File: config.mk
export PLATFORM = sky130hd
export DESIGN_NAME = fifo8x9_ctrl
export DESIGN_NICKNAME = d
export VERILOG_FILES = /design/src/rtl/fifo8x9_ctrl_pkg.sv /design/src/rtl/fifo_ring_idx.sv /design/src/rtl/fifo8x9_ctrl.sv
export SDC_FILE = /design/constraint.sdc
export NUM_CORES = 1
export LEC_CHECK = 0
export CAP_MARGIN = 20
export CORE_MARGIN = 4
export CORE_UTILIZATION = 30
export CTS_CLUSTER_DIAMETER = 120
export DETAILED_ROUTE_END_ITERATION = 7
export PLACE_DENSITY = 0.6
export SYNTH_ARGS = -nofsm -noshare
export SYNTH_HDL_FRONTEND = slang
export SYNTH_SLANG_ARGS = --single-unit
File: constraint.sdc
create_clock -name clk -period 7.7 [get_ports clk]
set_input_delay 1.155 -clock clk [delete_from_list [all_inputs] [get_ports clk]]
set_output_delay 1.155 -clock clk [all_outputs]
set_load 0.01 [all_outputs]
File: src/rtl/fifo8x9_ctrl_pkg.sv
// ---------------------------------------------------------------------------
// fifo8x9_ctrl_pkg
// Shared definitions for the 8x9 FIFO sequencing controller:
//   - default FIFO depth and occupancy-counter width
//   - controller state encoding (INIT / RUN / FLUSH)
// ---------------------------------------------------------------------------
package fifo8x9_ctrl_pkg;

    localparam int DEFAULT_DEPTH = 8;   // FIFO entries; pointers wrap after DEPTH-1
    localparam int DEFAULT_CW    = 4;   // occupancy counter width, holds 0..DEPTH

    typedef enum logic [1:0] {
        ST_INIT  = 2'd0,   // one cycle after reset, clears both FIFO pointers
        ST_RUN   = 2'd1,   // normal push/pop operation
        ST_FLUSH = 2'd2    // one cycle, empties the FIFO and clears error flags
    } state_t;

endpackage : fifo8x9_ctrl_pkg

File: src/rtl/fifo_ring_idx.sv
// ---------------------------------------------------------------------------
// fifo_ring_idx
// Modulo-DEPTH index that shadows one of the FIFO's external pointers, plus
// the decode telling the controller the pointer sits on its last entry.
// Ports:
//   clk     in   clock, rising edge
//   rst     in   synchronous active-high reset, index -> 0
//   clr     in   synchronous clear, index -> 0 (INIT / FLUSH)
//   adv     in   advance by one entry, wrapping DEPTH-1 -> 0
//   idx     out  current index
//   at_wrap out  index == DEPTH-1
// ---------------------------------------------------------------------------
module fifo_ring_idx
    import fifo8x9_ctrl_pkg::*;
#(
    parameter int DEPTH = DEFAULT_DEPTH,
    parameter int IW    = $clog2(DEPTH)
) (
    input  logic          clk,
    input  logic          rst,
    input  logic          clr,
    input  logic          adv,
    output logic [IW-1:0] idx,
    output logic          at_wrap
);

    logic [IW-1:0] r_idx;

    // NOTE: sequential state is updated with non-blocking assignments so every
    // flop samples the pre-edge values of the others.
    always_ff @(posedge clk) begin
        if (rst || clr) begin
            r_idx <= '0;
        end else if (adv) begin
            r_idx <= at_wrap ? '0 : r_idx + IW'(1);
        end
    end

    assign at_wrap = (r_idx == IW'(DEPTH - 1));
    assign idx     = r_idx;

endmodule : fifo_ring_idx

File: src/rtl/fifo8x9_ctrl.sv
// ---------------------------------------------------------------------------
// fifo8x9_ctrl
// Sequencing controller for an 8-entry x 9-bit FIFO with external pointer
// controls. Converts push/pop requests into wren/WrInc/WrPtrClr and
// rden/RdInc/RdPtrClr, tracks occupancy, and keeps sticky error flags.
// Each pointer is cleared instead of incremented after its last entry, so
// the FIFO array is never addressed out of range.
// Ports:
//   clk, rst                  clock; synchronous active-high reset
//   push, pop, flush          requests (flush is a single-cycle pulse)
//   push_ok, pop_ok           request accepted this cycle (combinational)
//   rd_valid                  FIFO DataOut valid this cycle (registered)
//   full, empty, count        occupancy (registered)
//   overflow, underflow       sticky error flags
//   busy                      controller in INIT or FLUSH
//   wren, WrInc, WrPtrClr     FIFO write-side controls
//   rden, RdInc, RdPtrClr     FIFO read-side controls
// ---------------------------------------------------------------------------
module fifo8x9_ctrl
    import fifo8x9_ctrl_pkg::*;
#(
    parameter int DEPTH = DEFAULT_DEPTH,
    parameter int CW    = DEFAULT_CW
) (
    input  logic          clk,
    input  logic          rst,
    input  logic          push,
    input  logic          pop,
    input  logic          flush,
    output logic          push_ok,
    output logic          pop_ok,
    output logic          rd_valid,
    output logic          full,
    output logic          empty,
    output logic [CW-1:0] count,
    output logic          overflow,
    output logic          underflow,
    output logic          busy,
    output logic          wren,
    output logic          WrInc,
    output logic          WrPtrClr,
    output logic          rden,
    output logic          RdInc,
    output logic          RdPtrClr
);

    localparam int IW = $clog2(DEPTH);

    state_t        r_state;
    state_t        w_state_nxt;
    logic          w_run;        // requests may be accepted this cycle
    logic          w_clr_ptrs;   // INIT or FLUSH: clear both pointers

    logic [CW-1:0] r_count;
    logic          r_rd_valid;
    logic          r_overflow;
    logic          r_underflow;

    logic          w_full;
    logic          w_empty;
    logic          w_push_ok;
    logic          w_pop_ok;
    logic          w_wr_wrap;
    logic          w_rd_wrap;
    logic [IW-1:0] w_wr_idx;
    logic [IW-1:0] w_rd_idx;
    logic          w_unused_idx;

    // ---------------- state register ----------------
    always_ff @(posedge clk) begin
        if (rst) begin
            r_state <= ST_INIT;
        end else begin
            r_state <= w_state_nxt;
        end
    end

    // ---------------- next state / state decodes ----------------
    // NOTE: every signal written here gets a default first, so no path leaves
    // it unassigned and no latch is inferred.
    always_comb begin
        w_state_nxt = r_state;
        w_run       = 1'b0;
        w_clr_ptrs  = 1'b0;
        unique case (r_state)
            ST_INIT: begin
                w_clr_ptrs  = 1'b1;
                w_state_nxt = ST_RUN;
            end
            ST_RUN: begin
                // A flush cycle accepts nothing; the flush itself happens next cycle.
                w_run = !flush;
                if (flush) begin
                    w_state_nxt = ST_FLUSH;
                end
            end
            ST_FLUSH: begin
                w_clr_ptrs  = 1'b1;
                w_state_nxt = ST_RUN;
            end
            default: begin
                w_state_nxt = ST_INIT;
            end
        endcase
    end

    // ---------------- acceptance ----------------
    assign w_full    = (r_count == CW'(DEPTH));
    assign w_empty   = (r_count == '0);
    assign w_pop_ok  = w_run & pop & ~w_empty;
    // At full a push is still taken if a pop frees the slot in the same cycle.
    assign w_push_ok = w_run & push & (~w_full | w_pop_ok);

    // ---------------- occupancy, read valid, error flags ----------------
    always_ff @(posedge clk) begin
        if (rst || r_state == ST_FLUSH) begin
            r_count     <= '0;
            r_overflow  <= 1'b0;
            r_underflow <= 1'b0;
        end else begin
            if (w_push_ok && !w_pop_ok) begin
                r_count <= r_count + CW'(1);
            end else if (w_pop_ok && !w_push_ok) begin
                r_count <= r_count - CW'(1);
            end
            if (w_run && push && w_full && !w_pop_ok) begin
                r_overflow <= 1'b1;
            end
            // A pop at empty that coincides with an accepted push is paired
            // with that push rather than flagged as an error.
            if (w_run && pop && w_empty && !w_push_ok) begin
                r_underflow <= 1'b1;
            end
        end
    end

    // rd_valid follows pop_ok by one cycle, matching the FIFO's registered DataOut.
    always_ff @(posedge clk) begin
        if (rst) begin
            r_rd_valid <= 1'b0;
        end else begin
            r_rd_valid <= w_pop_ok;
        end
    end

    // ---------------- pointer shadows ----------------
    fifo_ring_idx #(.DEPTH(DEPTH)) u_wr_idx (
        .clk     (clk),
        .rst     (rst),
        .clr     (w_clr_ptrs),
        .adv     (w_push_ok),
        .idx     (w_wr_idx),
        .at_wrap (w_wr_wrap)
    );

    fifo_ring_idx #(.DEPTH(DEPTH)) u_rd_idx (
        .clk     (clk),
        .rst     (rst),
        .clr     (w_clr_ptrs),
        .adv     (w_pop_ok),
        .idx     (w_rd_idx),
        .at_wrap (w_rd_wrap)
    );

    // Index values are kept for debug visibility; only the wrap decodes drive logic.
    assign w_unused_idx = ^{w_wr_idx, w_rd_idx};

    // ---------------- outputs ----------------
    assign push_ok   = w_push_ok;
    assign pop_ok    = w_pop_ok;
    assign rd_valid  = r_rd_valid;
    assign full      = w_full;
    assign empty     = w_empty;
    assign count     = r_count;
    assign overflow  = r_overflow;
    assign underflow = r_underflow;
    assign busy      = w_clr_ptrs;

    // On the last entry the pointer is cleared instead of incremented.
    assign wren      = w_push_ok;
    assign WrInc     = w_push_ok & ~w_wr_wrap;
    assign WrPtrClr  = w_clr_ptrs | (w_push_ok & w_wr_wrap);
    assign rden      = w_pop_ok;
    assign RdInc     = w_pop_ok & ~w_rd_wrap;
    assign RdPtrClr  = w_clr_ptrs | (w_pop_ok & w_rd_wrap);

endmodule : fifo8x9_ctrl

==> metrics.txt <==
run status finished, final reports clean; Critical Path AT 2.99 ns; XOR/XNOR Fraction of Synth Area 2.15%; Critical-path top delay cell clkdlybuf4s50_1; Final Cell Area 1070 um2; Power Density 160 nW/um2; die height 60.1 um; Placed Cells 137; largest stage delay on the critical path 0.53 ns; Sequential Power Share 49.8%; Cell Rows 18; Die Wd 60.1 um; most frequent cells in the layout clkdlybuf4s50_1 (22), nor2_1 (18), dfxtp_1 (15), nand2_1 (9); main combinational cell family by area after synthesis simple AND/OR/NAND/NOR gates; DR WL/cell 11.7 um; Crit Path Class in -> out; Initial Util 32.3%; Reg2Reg Setup Slack 4.99 ns; YS warnings 0; static leakage 0.000427 uW; Internal 124 uW; final hold viol count 0; critical path capture point type output port; core area 2520 um2; Synth area leader dfxtp_1; Hold-fix buffers, CTS 0; drt total wl 1.65 mm; layout cells sized above 1 8.11%; clk_lat worst skew 0.28 ns; DR vias 656; reg-to-reg endpoint count[3]; Worst setup SP type input pin; Clock Sink Count 15; I/O pins 23; mux share of post-synthesis cell area 6.30%; Layout Cells excl Fill 141; dpl cell area 1040 um2; Synth Area in Simple Gates 27.0%; Worst R2R Start count[0]; Hold Startpoint overflow; Detailed Place HPWL 1.28 mm; fin. max-slew vios 0; P&R area growth vs syn 31.2%; Sw Ratio 27.7%; Final Core Density 42.4%; Num CTS Buffers 3; Compound-Gate Fraction of Synth Area 7.99%; area share of fa/ha/maj cells after synthesis 13.2%; total track usage 10.5%; period utilisation layout 53.8%; relative slew slack 71.8%; largest net degree at the start of global routing 9; Setup Viol. Count Final 0; router iterations before antenna repair 4; post-synthesis cell area 815 um2; CTS resizes 0; Distinct cells, synth 29; Port Buf Inserts 22; H-tree depth 1; DRC errors left 0; Logic pwr share 24.3%; commonest non-fill, non-tap cell in the layout clkdlybuf4s50_1; Worst VDD drop 0.108 mV; Hold EP overflow; global-route wire length before repair 2.90 mm; Net Switching 47.4 uW; Layout Nets 125; synth top area cells dfxtp_1 (37%), ha_1 (11%), nor2_1 (8.3%), mux2i_1 (4.9%), a21oi_1 (4.3%); GP Congestion 0.717; Detail Route Antenna Nets 0; number of global-route vias before repair 657; Tmin final 4.14 ns; register area share after synthesis 36.9%; initial antenna violation count 0; max cap viols 0; Hold Crit Class reg -> reg; initial drt markers 19; total negative slack 0 ns; worst reg-to-reg path cell count 9; Clk pwr share 25.9%; Hold Crit Depth 2; Clock Skews 0.00160 ns; Post-CTS Setup Inserts 0; Root Driver clkbuf_4; syn nets 102; Yosys reg bits 15; Avg Inst Size Synth 9.15 um2; # diodes 0; Yosys top cell area share 36.9%; worst endpoint required time 6.55 ns; CP cell instances clkdlybuf4s50_1 > nand4bb_4 > a21oi_2 > nor2b_1 > clkdlybuf4s50_1; vias per std cell 4.65; CTS tree done; clk slew on worst S/H paths 0.08 ns; CTS max path bufs 2; Syn Inst Count 89; worst slew pin tran 0.423 ns; Max Clk Rate 241 MHz; Die ar. 3610 um2; CP most frequent cell clkdlybuf4s50_1; RSZ-0062 raised after global routing no; total grt overflow 0; CP max FO 8
-- routing by layer --
layer	GRT usage, %	wire length [um]	vias to the layer above
li1	-	-	344
met1	14.0	837	291
met2	15.7	692	19
met3	4.75	107	2
met4	1.90	13	0
met5	0	0	-
-- worst max path at each step --
stage          startpoint       end  slack, ns  depth (start not counted)
6_report            flush     WrInc       3.56                          5
5_1_grt             flush  WrPtrClr       3.38                          6
4_1_cts             flush     WrInc       3.54                          5
3_5_place_dp        flush     WrInc       3.54                          5
3_3_place_gp        flush     WrInc       3.58                          5
2_1_floorplan       flush  count[3]       4.44                          9
-- cells in the mapped netlist --
cell	count
a211oi_1	1
a21o_1	1
a21oi_1	7
a21oi_2	1
a31oi_1	1
buf_4	2
buf_6	1
clkbuf_1	1
dfxtp_1	15
fa_1	1
ha_1	7
inv_1	6
mux2_2	1
mux2i_1	4
nand2_1	9
nand2b_1	1
nand2b_4	1
nand3_1	1
nand3b_1	1
nand4bb_1	1
nand4bb_4	1
nor2_1	18
nor2b_1	1
nor4b_1	1
nor4b_2	1
or3_1	1
or4_4	1
xnor2_1	1
xor2_1	1
-- power groups by stage --
| stage | clock network (uW) | logic, uW | registers [uW] |
|---|---|---|---|
| finish | 44.3 | 41.6 | 85.2 |
| global route | 50.0 | 45.8 | 86.1 |
| CTS | 45.6 | 42.3 | 85.3 |
| detailed placement | 0 | 41.8 | 87.0 |
| global placement | 0 | 41.5 | 86.9 |
| floorplan | 0 | 23.5 | 87.0 |
-- cells by family (layout without fill, tap and decap cells) --
logic type	Yosys count	count (layout)
adders and majority gates	8	8
buffers and inverters	10	32
and+or+nand+nor	38	38
xor gates and xnor gates	2	2
DFF	15	15
AOI/OAI and AO/OA	11	11
muxes	5	5
-- flip-flops by register name (all words and copies together), names as in the netlist --
register      cells
count             4
u_rd_idx.idx      3
u_wr_idx.idx      3
r_state           2
overflow          1
rd_valid          1
underflow         1
-- worst max-delay path: cells and delay by family --
family          cells  cell delay, ns
buf+inv             2            0.98
compound gates      1            0.39
simple gates        2            0.45
-- final cells by class --
type	instances	area, um2
sequential	15	300
fill	274	1450
clock buffer	4	26.3
inverter	6	22.5
multi-input combinational	64	462
timing repair buffer	22	220
tap	30	37.5
-- per-stage QoR --
stage / power (uW) / setup WS (ns) / hold WS (ns)
floorplan: 111 / 4.44 / 0.440
global placement: 128 / 3.58 / 0.438
detailed placement: 129 / 3.54 / 0.442
CTS: 173 / 3.54 / 0.457
global route: 182 / 3.38 / 0.487
finish: 171 / 3.56 / 0.449
No activity file was read; power rests on OpenSTA's default activity.
